[src/rtl/ctrl_hazard_pipe_if.sv]
// Pipeline control/hazard bus: D-stage request fields in, per-stage control,
// stall and forwarding selects out.
interface ctrl_hazard_pipe_if #(
  parameter int unsigned CTRL_W = 24
);
  localparam int unsigned REG_W  = 5;
  localparam int unsigned TNEW_W = 2;
  localparam int unsigned FSEL_W = 2;

  // D-stage instruction
  logic [CTRL_W-1:0] ctrl_d;
  logic [REG_W-1:0]  rs_d;
  logic [REG_W-1:0]  rt_d;
  logic              use_rs_d;
  logic              use_rt_d;
  logic [TNEW_W-1:0] tuse_d;
  logic [REG_W-1:0]  a3_d;
  logic              regwrite_d;
  logic [TNEW_W-1:0] tnew_d;
  logic              flush_e;

  // hazard outputs
  logic              stall;
  logic [FSEL_W-1:0] fwd_rs_d;
  logic [FSEL_W-1:0] fwd_rt_d;
  logic [FSEL_W-1:0] fwd_rs_e;
  logic [FSEL_W-1:0] fwd_rt_e;

  // per-stage control
  logic [CTRL_W-1:0] ctrl_e;
  logic [CTRL_W-1:0] ctrl_m;
  logic [CTRL_W-1:0] ctrl_w;
  logic [REG_W-1:0]  a3_e;
  logic [REG_W-1:0]  a3_m;
  logic [REG_W-1:0]  a3_w;
  logic              regwrite_e;
  logic              regwrite_m;
  logic              regwrite_w;
  logic [REG_W-1:0]  rs_e;
  logic [REG_W-1:0]  rt_e;

  modport master (
    output ctrl_d, rs_d, rt_d, use_rs_d, use_rt_d, tuse_d, a3_d, regwrite_d,
           tnew_d, flush_e,
    input  stall, fwd_rs_d, fwd_rt_d, fwd_rs_e, fwd_rt_e,
           ctrl_e, ctrl_m, ctrl_w, a3_e, a3_m, a3_w,
           regwrite_e, regwrite_m, regwrite_w, rs_e, rt_e
  );

  modport slave (
    input  ctrl_d, rs_d, rt_d, use_rs_d, use_rt_d, tuse_d, a3_d, regwrite_d,
           tnew_d, flush_e,
    output stall, fwd_rs_d, fwd_rt_d, fwd_rs_e, fwd_rt_e,
           ctrl_e, ctrl_m, ctrl_w, a3_e, a3_m, a3_w,
           regwrite_e, regwrite_m, regwrite_w, rs_e, rt_e
  );
endinterface

[src/rtl/ctrl_hazard_pipe.sv]
// E/M/W control pipeline with Tnew/Tuse stall detection and forwarding selects.
module ctrl_hazard_pipe #(
  parameter int unsigned CTRL_W = 24
) (
  input  logic               clk,
  input  logic               rst_n,
  ctrl_hazard_pipe_if.slave  bus
);
  localparam int unsigned REG_W  = 5;
  localparam int unsigned TNEW_W = 2;
  localparam int unsigned FSEL_W = 2;

  localparam logic [FSEL_W-1:0] SEL_RF = 2'd0;
  localparam logic [FSEL_W-1:0] SEL_M  = 2'd1;
  localparam logic [FSEL_W-1:0] SEL_W  = 2'd2;
  localparam logic [FSEL_W-1:0] SEL_E  = 2'd3;

  logic [TNEW_W-1:0] tnew_e;
  logic [TNEW_W-1:0] tnew_m;
  logic              issue_c;

  // producer writes r, and r is not the hardwired zero register
  function automatic logic hit(input logic rw, input logic [REG_W-1:0] a3,
                               input logic [REG_W-1:0] r);
    return rw && (a3 == r) && (r != '0);
  endfunction

  logic hit_e_rs, hit_m_rs, hit_w_rs;
  logic hit_e_rt, hit_m_rt, hit_w_rt;
  logic hit_m_rse, hit_w_rse, hit_m_rte, hit_w_rte;

  assign hit_e_rs  = hit(bus.regwrite_e, bus.a3_e, bus.rs_d);
  assign hit_m_rs  = hit(bus.regwrite_m, bus.a3_m, bus.rs_d);
  assign hit_w_rs  = hit(bus.regwrite_w, bus.a3_w, bus.rs_d);
  assign hit_e_rt  = hit(bus.regwrite_e, bus.a3_e, bus.rt_d);
  assign hit_m_rt  = hit(bus.regwrite_m, bus.a3_m, bus.rt_d);
  assign hit_w_rt  = hit(bus.regwrite_w, bus.a3_w, bus.rt_d);
  assign hit_m_rse = hit(bus.regwrite_m, bus.a3_m, bus.rs_e);
  assign hit_w_rse = hit(bus.regwrite_w, bus.a3_w, bus.rs_e);
  assign hit_m_rte = hit(bus.regwrite_m, bus.a3_m, bus.rt_e);
  assign hit_w_rte = hit(bus.regwrite_w, bus.a3_w, bus.rt_e);

  // stall when an in-flight producer of a used source is not ready by Tuse
  always_comb begin
    logic stall_rs;
    logic stall_rt;
    stall_rs = 1'b0;
    stall_rt = 1'b0;
    if (bus.use_rs_d) begin
      stall_rs = (hit_e_rs && (tnew_e > bus.tuse_d)) ||
                 (hit_m_rs && (tnew_m > bus.tuse_d));
    end
    if (bus.use_rt_d) begin
      stall_rt = (hit_e_rt && (tnew_e > bus.tuse_d)) ||
                 (hit_m_rt && (tnew_m > bus.tuse_d));
    end
    bus.stall = stall_rs | stall_rt;
  end

  // D-stage selects: youngest ready producer wins; not-ready ones fall through
  always_comb begin
    bus.fwd_rs_d = SEL_RF;
    bus.fwd_rt_d = SEL_RF;
    if (hit_e_rs && (tnew_e == '0))      bus.fwd_rs_d = SEL_E;
    else if (hit_m_rs && (tnew_m == '0)) bus.fwd_rs_d = SEL_M;
    else if (hit_w_rs)                   bus.fwd_rs_d = SEL_W;
    if (hit_e_rt && (tnew_e == '0))      bus.fwd_rt_d = SEL_E;
    else if (hit_m_rt && (tnew_m == '0)) bus.fwd_rt_d = SEL_M;
    else if (hit_w_rt)                   bus.fwd_rt_d = SEL_W;
  end

  // E-stage selects from M (ready only) and W
  always_comb begin
    bus.fwd_rs_e = SEL_RF;
    bus.fwd_rt_e = SEL_RF;
    if (hit_m_rse && (tnew_m == '0)) bus.fwd_rs_e = SEL_M;
    else if (hit_w_rse)              bus.fwd_rs_e = SEL_W;
    if (hit_m_rte && (tnew_m == '0)) bus.fwd_rt_e = SEL_M;
    else if (hit_w_rte)              bus.fwd_rt_e = SEL_W;
  end

  // a stalled or annulled D instruction becomes a bubble in E
  assign issue_c = !bus.stall && !bus.flush_e;

  // E stage: take D on issue, otherwise a bubble
  always_ff @(posedge clk or negedge rst_n) begin
    if (!rst_n) begin
      bus.ctrl_e     <= '0;
      bus.a3_e       <= '0;
      bus.regwrite_e <= 1'b0;
      bus.rs_e       <= '0;
      bus.rt_e       <= '0;
      tnew_e         <= '0;
    end else if (issue_c) begin
      bus.ctrl_e     <= bus.ctrl_d;
      bus.a3_e       <= bus.a3_d;
      bus.regwrite_e <= bus.regwrite_d;
      bus.rs_e       <= bus.rs_d;
      bus.rt_e       <= bus.rt_d;
      tnew_e         <= bus.tnew_d;
    end else begin
      bus.ctrl_e     <= CTRL_W'(0);
      bus.a3_e       <= '0;
      bus.regwrite_e <= 1'b0;
      bus.rs_e       <= '0;
      bus.rt_e       <= '0;
      tnew_e         <= '0;
    end
  end

  // M stage: always advances from E, Tnew counts down and saturates at 0
  always_ff @(posedge clk or negedge rst_n) begin
    if (!rst_n) begin
      bus.ctrl_m     <= '0;
      bus.a3_m       <= '0;
      bus.regwrite_m <= 1'b0;
      tnew_m         <= '0;
    end else begin
      bus.ctrl_m     <= bus.ctrl_e;
      bus.a3_m       <= bus.a3_e;
      bus.regwrite_m <= bus.regwrite_e;
      tnew_m         <= (tnew_e == '0) ? '0 : tnew_e - TNEW_W'(1);
    end
  end

  // W stage: always advances from M; results are ready here by construction
  always_ff @(posedge clk or negedge rst_n) begin
    if (!rst_n) begin
      bus.ctrl_w     <= '0;
      bus.a3_w       <= '0;
      bus.regwrite_w <= 1'b0;
    end else begin
      bus.ctrl_w     <= bus.ctrl_m;
      bus.a3_w       <= bus.a3_m;
      bus.regwrite_w <= bus.regwrite_m;
    end
  end
endmodule

[src/flat_wrapper.sv]
// flat-port wrapper written by rule: the top's interface ports become plain ports
module ctrl_hazard_pipe_flat 
#(
  parameter int unsigned CTRL_W = 24
)
  (clk, rst_n, bus_ctrl_d, bus_rs_d, bus_rt_d, bus_use_rs_d, bus_use_rt_d, bus_tuse_d, bus_a3_d, bus_regwrite_d, bus_tnew_d, bus_flush_e, bus_stall, bus_fwd_rs_d, bus_fwd_rt_d, bus_fwd_rs_e, bus_fwd_rt_e, bus_ctrl_e, bus_ctrl_m, bus_ctrl_w, bus_a3_e, bus_a3_m, bus_a3_w, bus_regwrite_e, bus_regwrite_m, bus_regwrite_w, bus_rs_e, bus_rt_e);
  ctrl_hazard_pipe_if #(.CTRL_W(CTRL_W)) bus_i ();
  input  logic clk;
  input  logic rst_n;
  input wire logic [$bits(bus_i.ctrl_d)-1:0] bus_ctrl_d;
  input wire logic [$bits(bus_i.rs_d)-1:0] bus_rs_d;
  input wire logic [$bits(bus_i.rt_d)-1:0] bus_rt_d;
  input wire logic [$bits(bus_i.use_rs_d)-1:0] bus_use_rs_d;
  input wire logic [$bits(bus_i.use_rt_d)-1:0] bus_use_rt_d;
  input wire logic [$bits(bus_i.tuse_d)-1:0] bus_tuse_d;
  input wire logic [$bits(bus_i.a3_d)-1:0] bus_a3_d;
  input wire logic [$bits(bus_i.regwrite_d)-1:0] bus_regwrite_d;
  input wire logic [$bits(bus_i.tnew_d)-1:0] bus_tnew_d;
  input wire logic [$bits(bus_i.flush_e)-1:0] bus_flush_e;
  output wire logic [$bits(bus_i.stall)-1:0] bus_stall;
  output wire logic [$bits(bus_i.fwd_rs_d)-1:0] bus_fwd_rs_d;
  output wire logic [$bits(bus_i.fwd_rt_d)-1:0] bus_fwd_rt_d;
  output wire logic [$bits(bus_i.fwd_rs_e)-1:0] bus_fwd_rs_e;
  output wire logic [$bits(bus_i.fwd_rt_e)-1:0] bus_fwd_rt_e;
  output wire logic [$bits(bus_i.ctrl_e)-1:0] bus_ctrl_e;
  output wire logic [$bits(bus_i.ctrl_m)-1:0] bus_ctrl_m;
  output wire logic [$bits(bus_i.ctrl_w)-1:0] bus_ctrl_w;
  output wire logic [$bits(bus_i.a3_e)-1:0] bus_a3_e;
  output wire logic [$bits(bus_i.a3_m)-1:0] bus_a3_m;
  output wire logic [$bits(bus_i.a3_w)-1:0] bus_a3_w;
  output wire logic [$bits(bus_i.regwrite_e)-1:0] bus_regwrite_e;
  output wire logic [$bits(bus_i.regwrite_m)-1:0] bus_regwrite_m;
  output wire logic [$bits(bus_i.regwrite_w)-1:0] bus_regwrite_w;
  output wire logic [$bits(bus_i.rs_e)-1:0] bus_rs_e;
  output wire logic [$bits(bus_i.rt_e)-1:0] bus_rt_e;
  assign bus_i.ctrl_d = bus_ctrl_d;
  assign bus_i.rs_d = bus_rs_d;
  assign bus_i.rt_d = bus_rt_d;
  assign bus_i.use_rs_d = bus_use_rs_d;
  assign bus_i.use_rt_d = bus_use_rt_d;
  assign bus_i.tuse_d = bus_tuse_d;
  assign bus_i.a3_d = bus_a3_d;
  assign bus_i.regwrite_d = bus_regwrite_d;
  assign bus_i.tnew_d = bus_tnew_d;
  assign bus_i.flush_e = bus_flush_e;
  assign bus_stall = bus_i.stall;
  assign bus_fwd_rs_d = bus_i.fwd_rs_d;
  assign bus_fwd_rt_d = bus_i.fwd_rt_d;
  assign bus_fwd_rs_e = bus_i.fwd_rs_e;
  assign bus_fwd_rt_e = bus_i.fwd_rt_e;
  assign bus_ctrl_e = bus_i.ctrl_e;
  assign bus_ctrl_m = bus_i.ctrl_m;
  assign bus_ctrl_w = bus_i.ctrl_w;
  assign bus_a3_e = bus_i.a3_e;
  assign bus_a3_m = bus_i.a3_m;
  assign bus_a3_w = bus_i.a3_w;
  assign bus_regwrite_e = bus_i.regwrite_e;
  assign bus_regwrite_m = bus_i.regwrite_m;
  assign bus_regwrite_w = bus_i.regwrite_w;
  assign bus_rs_e = bus_i.rs_e;
  assign bus_rt_e = bus_i.rt_e;
  ctrl_hazard_pipe #(.CTRL_W(CTRL_W)) u_core (.clk(clk), .rst_n(rst_n), .bus(bus_i));
endmodule
[config.mk]
export PLATFORM = sky130hd
export DESIGN_NAME = ctrl_hazard_pipe_flat
export DESIGN_NICKNAME = d
export VERILOG_FILES = /design/src/rtl/ctrl_hazard_pipe_if.sv /design/src/rtl/ctrl_hazard_pipe.sv /design/src/flat_wrapper.sv
export SDC_FILE = /design/constraint.sdc
export NUM_CORES = 1
export LEC_CHECK = 0
export ABC_CLOCK_PERIOD_IN_PS = 1800
export CELL_PAD_IN_SITES_DETAIL_PLACEMENT = 0
export CELL_PAD_IN_SITES_GLOBAL_PLACEMENT = 1
export CORE_MARGIN = 8
export CORE_UTILIZATION = 30
export DETAILED_ROUTE_END_ITERATION = 8
export GPL_TIMING_DRIVEN = 0
export PLACE_DENSITY_LB_ADDON = 0.1
export SETUP_SLACK_MARGIN = 0.3
export SYNTH_ARGS = -nofsm -noshare
export SYNTH_HDL_FRONTEND = slang
export SYNTH_SLANG_ARGS = --single-unit
[constraint.sdc]
create_clock -name clk -period 1.8 [get_ports clk]
set_input_delay 0.36 -clock clk [delete_from_list [all_inputs] [get_ports clk]]
set_output_delay 0.36 -clock clk [all_outputs]
set_load 0.005 [all_outputs]
==> impl_metrics.py, run 1 <==
metrics = {
    "yosys": {
        "ys_async_sr_fraction_pct": 100.0,
        "post_synth_instance_area_um2": 3825,
        "synth_largest_type_area_fraction_pct": 68.04,
        "synth-seq-cells": 104,
        "synthesis.nets": 333,
        "share_of_synthesized_area_occupied_by_flip_flops_and_latches_pct": 68.04,
        "synthTopCellsByArea": "sky130_fd_sc_hd__dfrtp_1, sky130_fd_sc_hd__xnor2_1, sky130_fd_sc_hd__and2_1, sky130_fd_sc_hd__nand4_1, sky130_fd_sc_hd__xor2_1",
        "synth_ff_type": "sky130_fd_sc_hd__dfrtp_1",
        "syn_inst": 280,
        "synth_enable_flop_cells": 0,
        "post_synth_num_cell_types": 26,
        "synth.avg_cell_area_um2": 13.66,
        "synth-warning-count": 0,
        "synth.largest_area_cell": "sky130_fd_sc_hd__dfrtp_1",
    },
    "clock_network": {
        "clkSlewWorstSetupHoldPaths_ps": 70,
        "clk_root_buffer_cell": "sky130_fd_sc_hd__clkbuf_16",
        "htree_levels": 3,
        "cts_tree": "yes",
        "clk_latency_ps": 340,
        "cts_buffers": 9,
        "cts_hold_repair.buffers": 0,
        "tritoncts_num_sinks": 104,
        "clock_tree.buffer_depth": 2,
    },
    "critical_path": {
        "worst_ep_arrival_time_ps": 2030,
        "critPathCaptureType": "output pin",
        "critical_path_class": "flip-flop to output pin",
        "critPathLaunchType": "flip-flop",
        "slowest_stage": "sky130_fd_sc_hd__dfrtp_1",
        "timing.critical_path.buf_inv": 4,
        "crit_path_max_incr_delay_ps": 400,
        "cp_cell_sequence": "buf_8, xnor2_2, nand4_1, buf_4, buf_6, nor4_4, nor3_2, o41ai_2, buf_2",
        "worst_path_max_fanout": 4,
        "critical-path-top-delay-family": "buffers and inverters",
        "worst-endpoint-required_ps": 1440,
    },
    "finish": {
        "seqCellArea_um2": 2616,
        "finalInstanceArea_um2": 6696,
        "combined_area_of_the_multi_input_logic_cells_um2": 1393,
        "n_fill_cell": 1184,
        "areaGrowthSynthToFinish_pct": 75.07,
        "n_antenna_cell": 0,
        "layoutNonFillerInstCount": 692,
        "post_route_cells_drive_above_1_share_pct": 33.27,
        "final_common_cell": "sky130_fd_sc_hd__dfrtp_1",
        "number_of_nets_in_the_layout": 568,
        "final_cell_mix": "sky130_fd_sc_hd__dfrtp_1, sky130_fd_sc_hd__dlygate4sd2_1, sky130_fd_sc_hd__and2_1, sky130_fd_sc_hd__buf_4, sky130_fd_sc_hd__buf_6",
    },
    "grt": {
        "grt.total_usage_pct": 14.48,
        "grt_start_max_net_pins": 61,
        "antenna_found_initial": 0,
        "grt_first_pass_wirelength_mm": 17.97,
        "grt-ovfl-total": 0,
        "number_of_global_route_vias_before_repair": 3236,
    },
    "placed_design": {
        "place.detailed.hpwl_mm": 8.280,
        "port-buffer-count": 157,
        "detailedPlace.worstSlack_ps": -1185,
        "routabilityCongestion": 0.7287,
        "dpl_cell_area_um2": 5699,
        "place_inst": 610,
    },
    "power_and_ir_drop": {
        "p_leak_nw": 3.258,
        "sw_frac_of_total_pct": 24.81,
        "cellPowerDensity_nw_per_um2": 785.2,
        "irDropWorstVdd_v": 0.0004946,
        "power_share_of_the_clock_group_pct": 35.4,
        "p_int_mw": 3.954,
        "power.share.combinational_pct": 16.5,
        "power.switching_mw": 1.304,
        "seqPwrFrac_pct": 48.1,
    },
    "routing": {
        "detail_route.first_pass.iterations": 4,
        "route.final.wire_length_mm": 11.75,
        "antenna_left": 0,
        "drt_first_iter_violations": 88,
        "routed_wire_length_per_instance_um": 16.98,
        "dr_vias": 2970,
        "wl_met1_mm": 4.635,
        "met3RoutedLength_mm": 1.329,
        "dr.max_layer_used": "met4",
        "detail_route.drc_violations": 0,
        "via_per_inst": 4.292,
        "detailroute.wirelength.met2_mm": 5.535,
    },
    "timing": {
        "finalClockSkew_ps": 7.610,
        "clock.fmax_mhz": 417.7,
        "rsz0062_at_grt": "yes",
        "worst_pin_slew_ps": 594.4,
        "finalHoldWorstSlack_ps": 17.72,
        "timing.final.setup_violations": 51,
        "finalWorstPathRequiredPeriod_ps": 2394,
        "slew-limit-headroom_pct": 60.38,
        "timing.final.ws_setup_ps": -593.9,
        "final-max-slew-violation-count": 0,
        "timing_hold_violations_final": 0,
        "setup_total_negative_slack_ps": -17980,
        "post-route-period-util_pct": 133.0,
    },
    "die": {
        "num_io_pins": 158,
        "initial_core_util_pct": 30.56,
        "floorplan_die_area_um2": 16620,
        "core_area_um2": 12520,
        "rows": 41,
        "die_height_um": 128.9,
        "die_x_um": 128.9,
    },
    "min_path": {
        "hold_class": "input pin to asynchronous set/reset pin",
    },
    "outcome": {
        "failed_checks": "setup timing",
        "outcome": "finished, violations left",
    },
    "run": {
        "max_cap_violations": 0,
    },
}
## layer usage
layer  up-vias  track usage (%)
met5         -                0
met4         0            6.220
met3        18            6.703
met2       115            22.81
met1      1445            16.64
li1       1392                -
## synth_stat cells, types with 2 or more instances
master,number
sky130_fd_sc_hd__and2_1,43
sky130_fd_sc_hd__buf_6,4
sky130_fd_sc_hd__clkbuf_1,7
sky130_fd_sc_hd__dfrtp_1,104
sky130_fd_sc_hd__ha_1,4
sky130_fd_sc_hd__inv_1,4
sky130_fd_sc_hd__nand2_1,15
sky130_fd_sc_hd__nand4_1,10
sky130_fd_sc_hd__nor2_1,5
sky130_fd_sc_hd__nor2b_1,3
sky130_fd_sc_hd__nor3_1,6
sky130_fd_sc_hd__nor4_1,8
sky130_fd_sc_hd__o211ai_1,2
sky130_fd_sc_hd__o21ai_0,3
sky130_fd_sc_hd__o41ai_1,2
sky130_fd_sc_hd__or4_1,2
sky130_fd_sc_hd__xnor2_1,43
sky130_fd_sc_hd__xor2_1,7
## cell type report
class,count,share of cell area (%)
tap,172,3.214
inverter,4,0.2242
timing repair buffer,224,30.46
buffer,11,2.018
sequential,104,39.07
multi-input combinational,161,20.80
clock inverter,5,0.5979
clock buffer,11,3.625
## power groups by stage
| stage | combinational [mW] | sequential (mW) | clock (mW) |
|---|---|---|---|
| 3_3_place_gp | 0.718 | 2.59 | 0 |
| 3_5_place_dp | 0.727 | 2.59 | 0 |
| 4_1_cts | 0.815 | 2.53 | 1.93 |
| 2_1_floorplan | 0.229 | 2.59 | 0 |
| 5_1_grt | 0.944 | 2.55 | 2.02 |
| 6_report | 0.867 | 2.53 | 1.86 |
## cells by family (layout without fill, tap and decap cells)
group	after synthesis	after routing	share of synthesized area, %
buf+inv	15	255	2.257
xor+xnor	50	50	11.45
flops	104	104	68.04
fa+ha+maj	4	4	1.309
simple gates	98	98	15.21
compound gates	9	9	1.734
## timing repair
item | CTS | global route
buffers inserted | 52 | 13
setup endpoints to repair | 151 | 68
pin swaps | 20 | 28
gates resized for setup | 259 | 51
cloned | 1 | 0
## through the flow
step	power (mW)	util, %
finish	5.258	53.50
global route	5.511	53.50
CTS	5.272	51.65
detailed placement	3.319	45.53
global placement	3.307	45.33
floorplan	2.817	-
## state kept, by name (all words and copies together), names as in the netlist, 2 cells and up
register,cells
u_core.bus.a3_w,5
u_core.bus.rs_e,5
u_core.tnew_m,2
u_core.bus.a3_e,5
u_core.tnew_e,2
u_core.bus.ctrl_w,24
u_core.bus.rt_e,5
u_core.bus.ctrl_e,24
u_core.bus.ctrl_m,24
u_core.bus.a3_m,5
## worst paths after layout
check / cells past startpoint / endpoint / from / slack (ps)
max in group asynchronous: 2 / u_core.bus.rt_e[0]$_DFF_PN0_ / rst_n / 1070
worst max register to register: 11 / u_core.bus.ctrl_e[1]$_DFF_PN0_ / u_core.bus.a3_m[0]$_DFF_PN0_ / -450
min in group clk: 2 / u_core.bus.rs_e[1]$_DFF_PN0_ / bus_rs_d[1] / 350
worst min register to register: 0 / u_core.bus.ctrl_m[10]$_DFF_PN0_ / u_core.bus.ctrl_e[10]$_DFF_PN0_ / 370
worst min-delay path: 1 / u_core.bus.ctrl_e[6]$_DFF_PN0_ / rst_n / 20
worst max-delay path: 9 / bus_stall / u_core.bus.a3_m[0]$_DFF_PN0_ / -590
No activity file was read; power rests on OpenSTA's default activity.
==> inputs of run 2 (changes only) <==
--- a/config.mk
+++ b/config.mk
@@ -14,4 +14,5 @@
 export GPL_TIMING_DRIVEN = 0
 export PLACE_DENSITY_LB_ADDON = 0.1
+export RECOVER_POWER = 100
 export SETUP_SLACK_MARGIN = 0.3
 export SYNTH_ARGS = -nofsm -noshare
==> constraint.sdc (replaced) <==
create_clock -name clk -period 1.8 [get_ports clk]
set_input_delay 0.54 -clock clk [delete_from_list [all_inputs] [get_ports clk]]
set_output_delay 0.54 -clock clk [all_outputs]
set_load 0.005 [all_outputs]
==> run 2 against run 1 <==
  * The run still ends with setup timing left
  * Sequential power barely moved
  * Worst hold slack better by 310 ps
  * Routed wire length is 3.0% higher
  * Via count increased by 1.8%
  * Die area did not move
==> impl_metrics.py, run 2 (synthesis results as in run 1) <==
metrics = {
    "outcome": {
        "outcome": "finished, violations left",
        "failed_checks": "setup timing",
    },
    "finish": {
        "reg_top3": "u_core.bus.ctrl_e (24), u_core.bus.ctrl_m (24), u_core.bus.ctrl_w (24)",
        "layout.core_utilization_pct": 53.80,
        "number_of_nets_in_the_layout": 580,
        "post_route_cells_drive_above_1_share_pct": 49.06,
        "finalInstanceArea_um2": 6734,
        "areaGrowthSynthToFinish_pct": 76.06,
        "final_cell_mix": "sky130_fd_sc_hd__dfrtp_1, sky130_fd_sc_hd__buf_6, sky130_fd_sc_hd__and2_1, sky130_fd_sc_hd__clkbuf_2",
        "final_common_cell": "sky130_fd_sc_hd__dfrtp_1",
        "n_antenna_cell": 0,
    },
    "routing": {
        "via_per_inst": 4.293,
        "routed_wire_length_per_instance_um": 17.19,
        "drt_first_iter_violations": 79,
        "antenna_left": 0,
        "route.final.wire_length_mm": 12.10,
        "dr_vias": 3022,
        "detail_route.drc_violations": 0,
        "detail_route.first_pass.iterations": 4,
    },
    "grt": {
        "gr-usage-met1_pct": 15.53,
        "grt.total_usage_pct": 14.76,
        "global_route.peak_usage_layer": "met2",
        "antenna_found_initial": 0,
        "grt_util_met2_pct": 24.60,
        "grt_start_max_net_pins": 69,
        "number_of_global_route_vias_before_repair": 3210,
        "grt_first_pass_wirelength_mm": 18.11,
        "met3_usage_in_global_routing_pct": 6.454,
        "grt-ovfl-total": 0,
    },
    "placed_design": {
        "place.detailed.hpwl_mm": 8.422,
        "dpl_cell_area_um2": 5738,
        "port-buffer-count": 157,
        "routabilityCongestion": 0.7062,
    },
    "timing": {
        "final-max-slew-violation-count": 0,
        "post-route-period-util_pct": 145.4,
        "timing_hold_violations_final": 0,
        "timing.final.ws_setup_ps": -817.4,
        "rsz0062_at_grt": "yes",
        "clock.fmax_mhz": 382.1,
        "finalWorstPathRequiredPeriod_ps": 2617,
        "timing.final.setup_violations": 51,
        "worst_pin_slew_ps": 937.2,
        "finalClockSkew_ps": 6.399,
        "setup_total_negative_slack_ps": -22780,
        "slew-limit-headroom_pct": 37.52,
    },
    "die": {
        "rows": 41,
        "die_x_um": 128.9,
        "num_io_pins": 158,
        "core_area_um2": 12520,
        "initial_core_util_pct": 30.56,
        "floorplan_die_area_um2": 16620,
        "die_height_um": 128.9,
    },
    "critical_path": {
        "reg2reg_from": "u_core.bus.a3_m[2]$_DFF_PN0_",
        "critPathCaptureType": "output pin",
        "cp_cell_sequence": "buf_8, xnor2_2, nand4_1, buf_4, nor4_4, nor3_2, o41ai_2, buf_2",
        "worst-endpoint-required_ps": 1260,
        "regToRegEndpoint": "u_core.bus.rs_e[2]$_DFF_PN0_",
        "crit_path_max_incr_delay_ps": 400,
        "critical_path_class": "flip-flop to output pin",
        "critPathLaunchType": "flip-flop",
        "worst_ep_arrival_time_ps": 2080,
        "worst-r2r-cell-count": 10,
        "slowest_stage": "sky130_fd_sc_hd__dfrtp_1",
        "worst_path_max_fanout": 3,
        "reg2reg_slack_ps": -440,
    },
    "clock_network": {
        "cts_buffers": 9,
        "clkSlewWorstSetupHoldPaths_ps": 70,
        "htree_levels": 3,
        "cts_tree": "yes",
        "clk_latency_ps": 350,
        "tritoncts_num_sinks": 104,
        "clock_tree.buffer_depth": 2,
        "clk_root_buffer_cell": "sky130_fd_sc_hd__clkbuf_16",
        "cts_hold_repair.buffers": 0,
    },
    "min_path": {
        "hold_class": "input pin to asynchronous set/reset pin",
    },
    "power_and_ir_drop": {
        "totalPowerFinal_mw": 5.415,
        "cellPowerDensity_nw_per_um2": 804.1,
        "irDropWorstVdd_v": 0.0005712,
        "p_leak_nw": 3.206,
    },
    "run": {
        "max_cap_violations": 0,
    },
}
## run 2: changes by cell type in the layout (fill, tap and decap cells not counted), moves of 2 or more
cell / previous run / this run
sky130_fd_sc_hd__dlygate4sd2_1: 82 / 1
sky130_fd_sc_hd__clkbuf_1: 1 / 5
sky130_fd_sc_hd__xnor2_2: 7 / 15
sky130_fd_sc_hd__buf_4: 41 / 25
sky130_fd_sc_hd__clkdlybuf4s15_1: 9 / 18
sky130_fd_sc_hd__clkinvlp_4: 2 / 0
sky130_fd_sc_hd__clkbuf_2: 5 / 39
sky130_fd_sc_hd__buf_6: 38 / 76
sky130_fd_sc_hd__xnor2_1: 36 / 28
sky130_fd_sc_hd__clkbuf_4: 0 / 7
sky130_fd_sc_hd__buf_2: 14 / 35
## run 2: repair_timing
action	4_1_cts	5_1_grt
resized for setup	478	76
endpoints found under the setup margin	151	120
gates cloned	0	0
pin swaps	23	25
buffers inserted	63	15
## run 2: routing by layer
layer / up-vias / routed length (µm) / part of all wire [%]
met5: - / 0 / 0
met4: 0 / 298 / 2.5
met3: 20 / 1102 / 9.1
met2: 106 / 6155 / 51
met1: 1484 / 4546 / 38
li1: 1412 / - / -
## run 2: worst max-delay path by stage
| stage | start | to |
|---|---|---|
| 2_1_floorplan | bus_rs_d[1] | bus_stall |
| 3_3_place_gp | rst_n | u_core.bus.rt_e[0]$_DFF_PN0_ |
| 3_5_place_dp | bus_rt_d[0] | bus_stall |
| 4_1_cts | u_core.tnew_e[1]$_DFF_PN0_ | bus_stall |
| 5_1_grt | u_core.bus.a3_m[1]$_DFF_PN0_ | bus_stall |
| 6_report | u_core.bus.a3_m[1]$_DFF_PN0_ | bus_stall |
## run 2: power breakdown
part / switching (mW) / leakage (nW) / internal [mW]
Sequential: 0.0761 / 1.33 / 2.46
Clock: 0.838 / 0.146 / 1.13
Combinational: 0.377 / 1.73 / 0.534
## run 2: worst max-delay path, delay by kind of cell, from the launching register on
kind / cells / cell delay [ps]
compound gates: 1 / 60
simple gates: 3 / 630
flops: 1 / 400
buf+inv: 3 / 480
xor+xnor: 1 / 150
## run 2: area by class of cell
class                   count  area [µm²]
plain buffers              11       133.9
clock buffers              13       250.2
clock inverters             3       50.05
fillers                  1182        5783
inverters                   4       15.01
multi-input cells         161        1439
flip-flops and latches    104        2618
well taps                 172       215.2
repair buffers            236        2013
## run 2: through the flow
stage               setup slack, ps  hold slack (ps)  cells
floorplan                    -289.2            244.4    280
finish                       -817.4            328.5    704
detailed placement            -1549            357.1    610
global route                 -928.6            379.4    704
global placement              -3667            356.5    609
CTS                          -772.2            157.1    689
